**config.mk**
```make
export PLATFORM = sky130hd
export DESIGN_NAME = led_shifter_top_flat
export DESIGN_NICKNAME = d
export VERILOG_FILES = /design/src/rtl/led_shifter_pkg.sv /design/src/rtl/led_shifter_if.sv /design/src/rtl/led_shifter_tick_counter.sv /design/src/rtl/led_shifter_top.sv /design/src/flat_wrapper.sv
export SDC_FILE = /design/constraint.sdc
export NUM_CORES = 1
export LEC_CHECK = 0
export BUFFER_PORTS_ARGS = -buffer_cell sky130_fd_sc_hd__buf_2
export CAP_MARGIN = 20
export CORE_MARGIN = 2
export CORE_UTILIZATION = 48
export DETAILED_ROUTE_END_ITERATION = 10
export PLACE_DENSITY = 0.85
export SYNTH_ARGS = -nofsm -noshare
export SYNTH_HDL_FRONTEND = slang
export SYNTH_SLANG_ARGS = --single-unit
```
**constraint.sdc**
```tcl
create_clock -name clock -period 1.9 [get_ports clock]
set_input_delay 0.285 -clock clock [delete_from_list [all_inputs] [get_ports clock]]
set_output_delay 0.285 -clock clock [all_outputs]
set_load 0.02 [all_outputs]
```
**src/rtl/led_shifter_pkg.sv**
```systemverilog
// Shared encodings for the LED sequencer: switch bit positions, speed and colour codes.
// Default prescaler limits live here so the top and the tick counter agree.
package led_shifter_pkg;

  localparam int SW_EN       = 0;
  localparam int SW_SPEED_LO = 1;
  localparam int SW_SPEED_HI = 2;
  localparam int SW_COLOR    = 3;

  localparam int LIMIT_R0_DEF = 255;
  localparam int LIMIT_R1_DEF = 127;
  localparam int LIMIT_R2_DEF = 63;
  localparam int LIMIT_R3_DEF = 31;

  typedef enum logic [1:0] {
    SPEED_R0 = 2'd0,
    SPEED_R1 = 2'd1,
    SPEED_R2 = 2'd2,
    SPEED_R3 = 2'd3
  } speed_e;

  typedef enum logic {
    COLOR_BLUE  = 1'b0,
    COLOR_GREEN = 1'b1
  } color_e;

endpackage

```
**src/rtl/led_shifter_if.sv**
```systemverilog
// Switch inputs and LED outputs of the sequencer bundled as one port.
interface led_shifter_if #(
  parameter int NB_SW   = 4,
  parameter int NB_LEDS = 4
);

  logic [NB_SW-1:0]   i_sw;
  logic [NB_LEDS-1:0] o_led;
  logic [NB_LEDS-1:0] o_led_b;
  logic [NB_LEDS-1:0] o_led_g;

  modport master (
    output i_sw,
    input  o_led,
    input  o_led_b,
    input  o_led_g
  );

  modport slave (
    input  i_sw,
    output o_led,
    output o_led_b,
    output o_led_g
  );

endinterface

```
**src/rtl/led_shifter_tick_counter.sv**
```systemverilog
// Prescaler: counts enabled cycles up to the selected limit and flags the wrap cycle.
// tick is combinational from the held count, so it is valid in the cycle the rotate happens.
module led_tick_counter
  import led_shifter_pkg::*;
#(
  parameter int NB_COUNTER = 16,
  parameter int LIMIT_R0   = LIMIT_R0_DEF,
  parameter int LIMIT_R1   = LIMIT_R1_DEF,
  parameter int LIMIT_R2   = LIMIT_R2_DEF,
  parameter int LIMIT_R3   = LIMIT_R3_DEF
) (
  input  logic   clock,
  input  logic   i_reset,
  input  logic   enable,
  input  speed_e speed,
  output logic   tick
);

  logic [NB_COUNTER-1:0] count;
  logic [NB_COUNTER-1:0] limit;
  logic                  at_limit;

  always_comb begin
    limit = NB_COUNTER'(LIMIT_R0);
    unique case (speed)
      SPEED_R0: limit = NB_COUNTER'(LIMIT_R0);
      SPEED_R1: limit = NB_COUNTER'(LIMIT_R1);
      SPEED_R2: limit = NB_COUNTER'(LIMIT_R2);
      SPEED_R3: limit = NB_COUNTER'(LIMIT_R3);
      default:  limit = NB_COUNTER'(LIMIT_R0);
    endcase
  end

  // >= rather than == so a count left above a newly lowered limit wraps at once.
  assign at_limit = (count >= limit);
  assign tick     = enable & at_limit;

  always_ff @(posedge clock or negedge i_reset) begin
    if (!i_reset) begin
      count <= '0;
    end else if (enable) begin
      if (at_limit) begin
        count <= '0;
      end else begin
        count <= count + 1'b1;
      end
    end
  end

endmodule

```
**src/rtl/led_shifter_top.sv**
```systemverilog
// LED sequencer: rotates a one-hot pattern on each prescaler tick and steers it to blue or green.
module led_shifter_top
  import led_shifter_pkg::*;
#(
  parameter int NB_LEDS    = 4,
  parameter int NB_COUNTER = 16,
  parameter int NB_SW      = 4,
  parameter int LIMIT_R0   = LIMIT_R0_DEF,
  parameter int LIMIT_R1   = LIMIT_R1_DEF,
  parameter int LIMIT_R2   = LIMIT_R2_DEF,
  parameter int LIMIT_R3   = LIMIT_R3_DEF
) (
  input  logic         clock,
  input  logic         i_reset,
  led_shifter_if.slave bus
);

  logic               enable;
  speed_e             speed;
  color_e             color;
  logic               tick;
  logic [NB_LEDS-1:0] pattern;

  assign enable = bus.i_sw[SW_EN];
  assign speed  = speed_e'(bus.i_sw[SW_SPEED_HI:SW_SPEED_LO]);
  assign color  = color_e'(bus.i_sw[SW_COLOR]);

  led_tick_counter #(
    .NB_COUNTER (NB_COUNTER),
    .LIMIT_R0   (LIMIT_R0),
    .LIMIT_R1   (LIMIT_R1),
    .LIMIT_R2   (LIMIT_R2),
    .LIMIT_R3   (LIMIT_R3)
  ) u_tick (
    .clock   (clock),
    .i_reset (i_reset),
    .enable  (enable),
    .speed   (speed),
    .tick    (tick)
  );

  // Reset seeds a single bit; rotation preserves the one-hot property from then on.
  always_ff @(posedge clock or negedge i_reset) begin
    if (!i_reset) begin
      pattern <= NB_LEDS'(1);
    end else if (tick) begin
      pattern <= {pattern[NB_LEDS-2:0], pattern[NB_LEDS-1]};
    end
  end

  always_comb begin
    bus.o_led   = pattern;
    bus.o_led_b = '0;
    bus.o_led_g = '0;
    if (color == COLOR_GREEN) begin
      bus.o_led_g = pattern;
    end else begin
      bus.o_led_b = pattern;
    end
  end

endmodule

```
**src/flat_wrapper.sv**
```systemverilog
// flat-port wrapper written by rule: the top's interface ports become plain ports
module led_shifter_top_flat import led_shifter_pkg::*;
#(
  parameter int NB_LEDS    = 4,
  parameter int NB_COUNTER = 16,
  parameter int NB_SW      = 4,
  parameter int LIMIT_R0   = LIMIT_R0_DEF,
  parameter int LIMIT_R1   = LIMIT_R1_DEF,
  parameter int LIMIT_R2   = LIMIT_R2_DEF,
  parameter int LIMIT_R3   = LIMIT_R3_DEF
)
  (clock, i_reset, bus_i_sw, bus_o_led, bus_o_led_b, bus_o_led_g);
  led_shifter_if #(.NB_SW(NB_SW), .NB_LEDS(NB_LEDS)) bus_i ();
  input  logic clock;
  input  logic i_reset;
  input wire logic [$bits(bus_i.i_sw)-1:0] bus_i_sw;
  output wire logic [$bits(bus_i.o_led)-1:0] bus_o_led;
  output wire logic [$bits(bus_i.o_led_b)-1:0] bus_o_led_b;
  output wire logic [$bits(bus_i.o_led_g)-1:0] bus_o_led_g;
  assign bus_i.i_sw = bus_i_sw;
  assign bus_o_led = bus_i.o_led;
  assign bus_o_led_b = bus_i.o_led_b;
  assign bus_o_led_g = bus_i.o_led_g;
  led_shifter_top #(.NB_LEDS(NB_LEDS), .NB_COUNTER(NB_COUNTER), .NB_SW(NB_SW), .LIMIT_R0(LIMIT_R0), .LIMIT_R1(LIMIT_R1), .LIMIT_R2(LIMIT_R2), .LIMIT_R3(LIMIT_R3)) u_core (.clock(clock), .i_reset(i_reset), .bus(bus_i));
endmodule
```
==> results of run 1 <==
==> metal layers <==
metal / share of wire [%] / vias up
li1: - / 417
met1: 46 / 413
met2: 46 / 28
met3: 4.1 / 6
met4: 3.1 / 0
met5: 0 / -
==> worst max path at each step <==
stage	slack (ps)	to	startpoint	depth (start not counted)
global placement	-90	u_core.bus.o_led[1]	bus_i_sw[2]	7
finish	130	u_core.bus.o_led[3]	u_core.u_tick.count[7]	5
global route	40	u_core.u_tick.count[0]	u_core.u_tick.count[7]	5
floorplan	-40	u_core.bus.o_led[2]	bus_i_sw[2]	7
CTS	130	u_core.bus.o_led[3]	u_core.u_tick.count[7]	5
detailed placement	-130	u_core.bus.o_led[3]	bus_i_sw[2]	7
==> area by class of cell <==
class                           instances  area, µm²  area share, %
Inverter                                2       7.51          0.593
Clock buffer                            4       36.3           2.87
Timing Repair Buffer                   26        155           12.3
Multi-Input combinational cell         76        532           42.0
Sequential cell                        20        502           39.6
Tap cell                               27       33.8           2.67
==> layout by cell type (no fill, tap or decap), types with 2 or more instances in the layout <==
cell      instances
nand2_1           3
dfrtp_1          19
buf_2            17
o21ai_0           2
xnor2_1           2
inv_1             2
ha_1              3
xor2_1            2
nor2b_1           4
nor2_1           14
o21a_1            3
nand3_1           3
mux2_2            3
clkbuf_4          3
and3_1            3
and2_1            6
buf_4             8
a21oi_1           3
nand4_1           5
nor3_1            3
==> power by group through the flow <==
stage          logic [mW]  clock network [mW]  registers (mW)
6_report            0.151               0.240           0.546
5_1_grt             0.173               0.263           0.555
4_1_cts             0.152               0.248           0.544
3_5_place_dp        0.151                   0           0.554
3_3_place_gp        0.140                   0           0.548
2_1_floorplan       0.110                   0           0.535
==> stage by stage <==
stage | TNS, ps | utilization, %
finish | 0 | 63.2
global placement | -338 | 60.9
floorplan | -40.2 | -
detailed placement | -862 | 60.9
global route | 0 | 63.2
CTS | 0 | 63.2
==> worst max-delay path, delay by kind of cell (launching register included) <==
kind                       cells  cell delay [ps]
adders and majority gates      1              230
and+or+nand+nor                1              200
DFF                            1              420
muxes                          1              360
AOI/OAI and AO/OA              2              470
==> flip-flops by register name, indices dropped and copies added (netlist names) <==
signal and flops:
u_core.bus.o_led 4, u_core.u_tick.count 16
==> cell families after synthesis <==
kind of cell             Yosys count  synth area share, %
flip-flops                        20                 48.3
XOR/XNOR                           4                 3.37
AO/OA/AOI/OAI                     16                 11.0
AND/OR/NAND/NOR                   48                 25.4
buffers and inverters              5                 2.53
multiplexers                       4                 4.69
adder cells (fa/ha/maj)            4                 4.81
==> results.yml, run 1 <==
clock_tree:
  clock_sink_count: 20
  clockRootBuffer: "clkbuf_4"
  postCtsResizedCells: 0
  cts_tree: "built"
  cts-buffers-inserted: 3
  clk_path_buf_depth: 2
  htreeDepth: 1
  cts.hold.buffers_added: 1
  clock_latency_ps: 300
  worst_path_clk_slew_ps: 110
  cts_setup_buffers: 0
floorplanning:
  dieArea_um2: 2550
  initial_core_util_pct: 51.9
  core_area_um2: 2000
  std_cell_rows: 16
  i_o_pin_count: 18
  die_x_um: 50.5
  die_h_um: 50.5
global_routing:
  gr-usage-met2_pct: 28.5
  globalRouteMet1Util_pct: 24.6
  grt_pass1_vias: 807
  maximum_number_of_pins_on_one_net_before_global_route_repair: 21
  grt_busiest_layer: "met2"
  grt_util_met3_pct: 2.68
  antenna_violations_before_repair: 0
  grt.total_usage_pct: 18.3
  globalRouteOverflowTotal: 0
  grt_pass1_wl_um: 3460
critical_path:
  worst_r2r_path_depth: 5
  timing.critical_path.slowest_cell_delay_ps: 420
  crit-reg2reg-launch: "u_core.u_tick.count[7]"
  worstSetupEndpointType: "flip-flop"
  ff2ff_setup_slack_ps: 130
  worstSetupPathType: "flip-flop to flip-flop"
  cp_max_fo: 6
  slowest_stage: "dfrtp_1"
  startpoint_type: "flip-flop"
  worst_ep_required_time_ps: 2090
  r2r-end: "u_core.bus.o_led[3]"
  critical_path_arrival_ps: 1960
  crit_chain: "ha_4 > a211oi_2 > nand4_2 > o21ai_2 > mux2_2"
pwr:
  comb_power_share_pct: 16.1
  clockPowerShare_pct: 25.7
  cellInternalPower_uw: 670
  netSwitchingFraction_pct: 28.4
  vdd_ir_drop_max_uv: 457
  design_power_total_uw: 936
  sequentialPowerShare_pct: 58.3
  leakage_nw: 0.647
  power.density_cell_area_nw_per_um2: 740
  p_sw_uw: 266
finish:
  finish.instance_area_um2: 1270
  insertedDiodeCount: 0
  post_layout_nonfiller_instances: 155
  design.final.nets: 139
  layout-area-overhead-vs-synth_pct: 21.8
  layout-drive-gt1-share_pct: 33.6
  nFillCells: 166
place:
  place_inst: 150
  placed_cell_area_um2: 1220
  number_of_buffers_inserted_by_port_buffering: 17
  gpl.final_weighted_congestion: 0.841
  detailed_place_hpwl_um: 1540
  post-place-ws_ps: -131
route:
  vias: 864
  firstDrtPassIters: 4
  drtAntennaViolNets: 0
  mean_routed_wirelength_per_cell_um: 13.0
  post_drt_via_cell_ratio: 5.57
  totalWireLength_um: 2020
  drt_iter0_drc: 23
  post_route_drc: 0
timing:
  timing.final.crit_share_pct: 93.2
  setup_viol: 0
  slew_violations: 0
  timing.final.hold_violations: 0
  max_clock_freq_mhz: 564
  rsz_0062_raised_after_global_routing: "no"
  worst_slew_margin_rel_pct: 70.4
  finalHoldWorstSlack_ps: 335
  worst_slew_pin_slew_ps: 445
  period_minus_slack_ps: 1770
  skew_ps: 6.04
  fin_ws_ps: 128
synthesis:
  syn-cell-area_um2: 1040
  syn-mean-instance-area_um2: 10.3
  synth_area_leaders: "dfrtp_1 (46%), nor2_1 (5.1%), ha_1 (4.8%)"
  synth_top_area_share_pct: 45.7
  post-synth-top-area-cell: "dfrtp_1"
  synth.lib_cells_used.distinct: 35
  synth_seq_area_share_pct: 48.3
  synth_commonest_cells: "dfrtp_1 (19), nor2_1 (14), and2_1 (6), nand4_1 (5)"
  dominantRegCellSynth: "dfrtp_1"
  synth-seq-cells: 20
  synthesis_warnings: 0
  postSynth.asyncResetShare_pct: 100
  postSynthNetCount: 111
  syn-instance-count: 101
  yosys.cell_count.top_type: "dfrtp_1"
  synth_enable_flop_cells: 0
worst_hold_path:
  worst_hold_path.num_cells: 2
  timing.hold.worst.class: "primary input to flip-flop"
  worstHoldEndpoint: "u_core.u_tick.count[1]"
  hold_path_startpoint: "bus_i_sw[0]"
status:
  outcome: "complete, no violations"
flow_run:
  maxcap_viol_count: 0
(Power assumes the default switching activity.)
==> run 2: changes to the inputs <==
Settings changed: BUFFER_PORTS_ARGS -buffer_cell sky130_fd_sc_hd__buf_2 to -buffer_cell sky130_fd_sc_hd__clkbuf_2.
==> run 2 against run 1 <==
Compared with the run above: critical path depth up 1; register-to-register slack worse by 20 ps; largest cell class unchanged; via count up 0.81%; worst setup slack worse by 18 ps; design area down 1.2%; die area unchanged; largest power group unchanged; critical path type unchanged; clock power down 12%; utilization down 0.75 points; final cell count down 0.65%; combinational power about the same; worst hold slack worse by 8.0 ps; first-iteration DRC count down 4.3%.
==> results.yml, run 2 (synthesized netlist as in run 1, its figures left out) <==
status:
  outcome: "complete, no violations"
place:
  gpl.final_weighted_congestion: 0.830
  number_of_buffers_inserted_by_port_buffering: 17
  post-place-ws_ps: -165
  detailed_place_hpwl_um: 1560
critical_path:
  timing.critical_path.slowest_cell_delay_ps: 420
  worst_r2r_path_depth: 6
  cp_max_fo: 3
  r2r-end: "u_core.bus.o_led[2]"
  worstSetupPathType: "flip-flop to flip-flop"
  critical_path_arrival_ps: 1990
  startpoint_type: "flip-flop"
  slowest_stage: "dfrtp_1"
  worst_ep_required_time_ps: 2100
  crit-reg2reg-launch: "u_core.u_tick.count[7]"
  crit_chain: "ha_4 > buf_4 > nand4_1 > nor2_2 > o21a_1 > mux2_4"
  ff2ff_setup_slack_ps: 110
  worstSetupEndpointType: "flip-flop"
pwr:
  power.density_cell_area_nw_per_um2: 727
  leakage_nw: 0.625
  vdd_ir_drop_max_uv: 660
  design_power_total_uw: 910
floorplanning:
  core_area_um2: 2000
  std_cell_rows: 16
  i_o_pin_count: 18
  die_h_um: 50.5
  dieArea_um2: 2550
  initial_core_util_pct: 51.9
  die_x_um: 50.5
finish:
  insertedDiodeCount: 0
  regMostFlops: "u_core.u_tick.count"
  nFillCells: 159
  layout-drive-gt1-share_pct: 33.1
  largest_register_ffs: 16
  design.final.nets: 138
  layout-area-overhead-vs-synth_pct: 20.3
  most_frequent_cells_in_the_layout: "dfrtp_1 (19), clkbuf_2 (17), nor2_1 (13), buf_4 (7), and2_1 (6)"
  commonest_non_fill_non_tap_cell_in_the_layout: "dfrtp_1"
timing:
  setup_viol: 0
  timing.final.hold_violations: 0
  skew_ps: 0.682
  worst_slew_pin_slew_ps: 487
  timing.final.crit_share_pct: 94.2
  worst_slew_margin_rel_pct: 67.6
  fin_ws_ps: 111
  slew_violations: 0
  rsz_0062_raised_after_global_routing: "no"
  period_minus_slack_ps: 1790
  max_clock_freq_mhz: 559
global_routing:
  globalRouteOverflowTotal: 0
  grt_pass1_vias: 829
  maximum_number_of_pins_on_one_net_before_global_route_repair: 21
  grt_pass1_wl_um: 3530
  grt.total_usage_pct: 19.0
  antenna_violations_before_repair: 0
route:
  vias: 871
  post_drt_via_cell_ratio: 5.66
  post_route_drc: 0
  drtAntennaViolNets: 0
  drt_iter0_drc: 22
  mean_routed_wirelength_per_cell_um: 13.4
  firstDrtPassIters: 4
  totalWireLength_um: 2070
clock_tree:
  htreeDepth: 1
  clockRootBuffer: "clkbuf_4"
  clk_path_buf_depth: 2
  clock_latency_ps: 310
  cts-buffers-inserted: 3
  worst_path_clk_slew_ps: 110
  cts_tree: "built"
  clock_sink_count: 20
flow_run:
  maxcap_viol_count: 0
worst_hold_path:
  worstHoldEndpoint: "u_core.u_tick.count[1]"
  hold_path_startpoint: "bus_i_sw[0]"
  worst_hold_path.num_cells: 2
  timing.hold.worst.class: "primary input to flip-flop"
run 2: cell types whose count changed in the layout (fill, tap and decap cells not counted), sizes merged:
cell and delta:
clkbuf +17, buf -18
run 2: per-layer routing:
| layer | track usage [%] | up-vias | routed length [µm] |
|---|---|---|---|
| met3 | 4.76 | 7 | 155 |
| met4 | 10.8 | 0 | 55 |
| met1 | 23.6 | 401 | 841 |
| met2 | 30.0 | 47 | 1020 |
| li1 | - | 416 | - |
| met5 | 0 | - | 0 |
run 2: cell type report:
cell class / instances / area, µm² / area share, %
inverters: 2 / 7.51 / 0.600
flip-flops and latches: 20 / 502 / 40.1
clock buffers: 4 / 26.3 / 2.10
repair buffers: 25 / 148 / 11.8
multi-input cells: 76 / 534 / 42.7
well taps: 27 / 33.8 / 2.70
run 2: critical path, delay by kind of cell (launching register included):
kind	cells	cell delay (ps)
and+or+nand+nor	2	320
AOI/OAI and AO/OA	1	250
adders and majority gates	1	280
DFF	1	420
buffers and inverters	1	100
muxes	1	320
run 2: per-stage QoR:
| stage | hold WS, ps | instances | cell area (µm²) | setup TNS (ps) | utilization [%] |
|---|---|---|---|---|---|
| after global placement | 259 | 149 | 1210 | -311 | 60.6 |
| final | 327 | 154 | 1250 | 0 | 62.5 |
| after CTS | 318 | 154 | 1250 | 0 | 62.4 |
| after floorplan | -10.6 | 101 | 1060 | -40.2 | - |
| after global routing | 347 | 154 | 1250 | 0 | 62.5 |
| after detailed placement | 269 | 149 | 1210 | -1560 | 60.6 |
run 2: how the worst max path moves through the flow:
stage	slack [ps]	from	end
5_1_grt	9	u_core.u_tick.count[7]	u_core.bus.o_led[2]
6_report	110	u_core.u_tick.count[7]	u_core.bus.o_led[2]
3_3_place_gp	-70	bus_i_sw[2]	u_core.u_tick.count[0]
3_5_place_dp	-170	bus_i_sw[2]	u_core.bus.o_led[2]
2_1_floorplan	-40	bus_i_sw[2]	u_core.bus.o_led[2]
4_1_cts	30	u_core.u_tick.count[7]	u_core.bus.o_led[2]
run 2: timing repair:
item / 4_1_cts / 5_1_grt
gates resized for setup: 0 / 1
setup endpoints to repair: 0 / 2
hold endpoints to repair: 19 / 0
hold buffers: 1 / 0
setup buffers: 0 / 0
run 2: power by group:
group / switching [mW] / total (mW) / internal [mW] / leakage [nW]
Sequential: 0.0726 / 0.550 / 0.477 / 0.267
Clock: 0.129 / 0.211 / 0.0821 / 0.0150
Combinational: 0.0722 / 0.148 / 0.0759 / 0.343
Total: 0.274 / 0.910 / 0.635 / 0.625
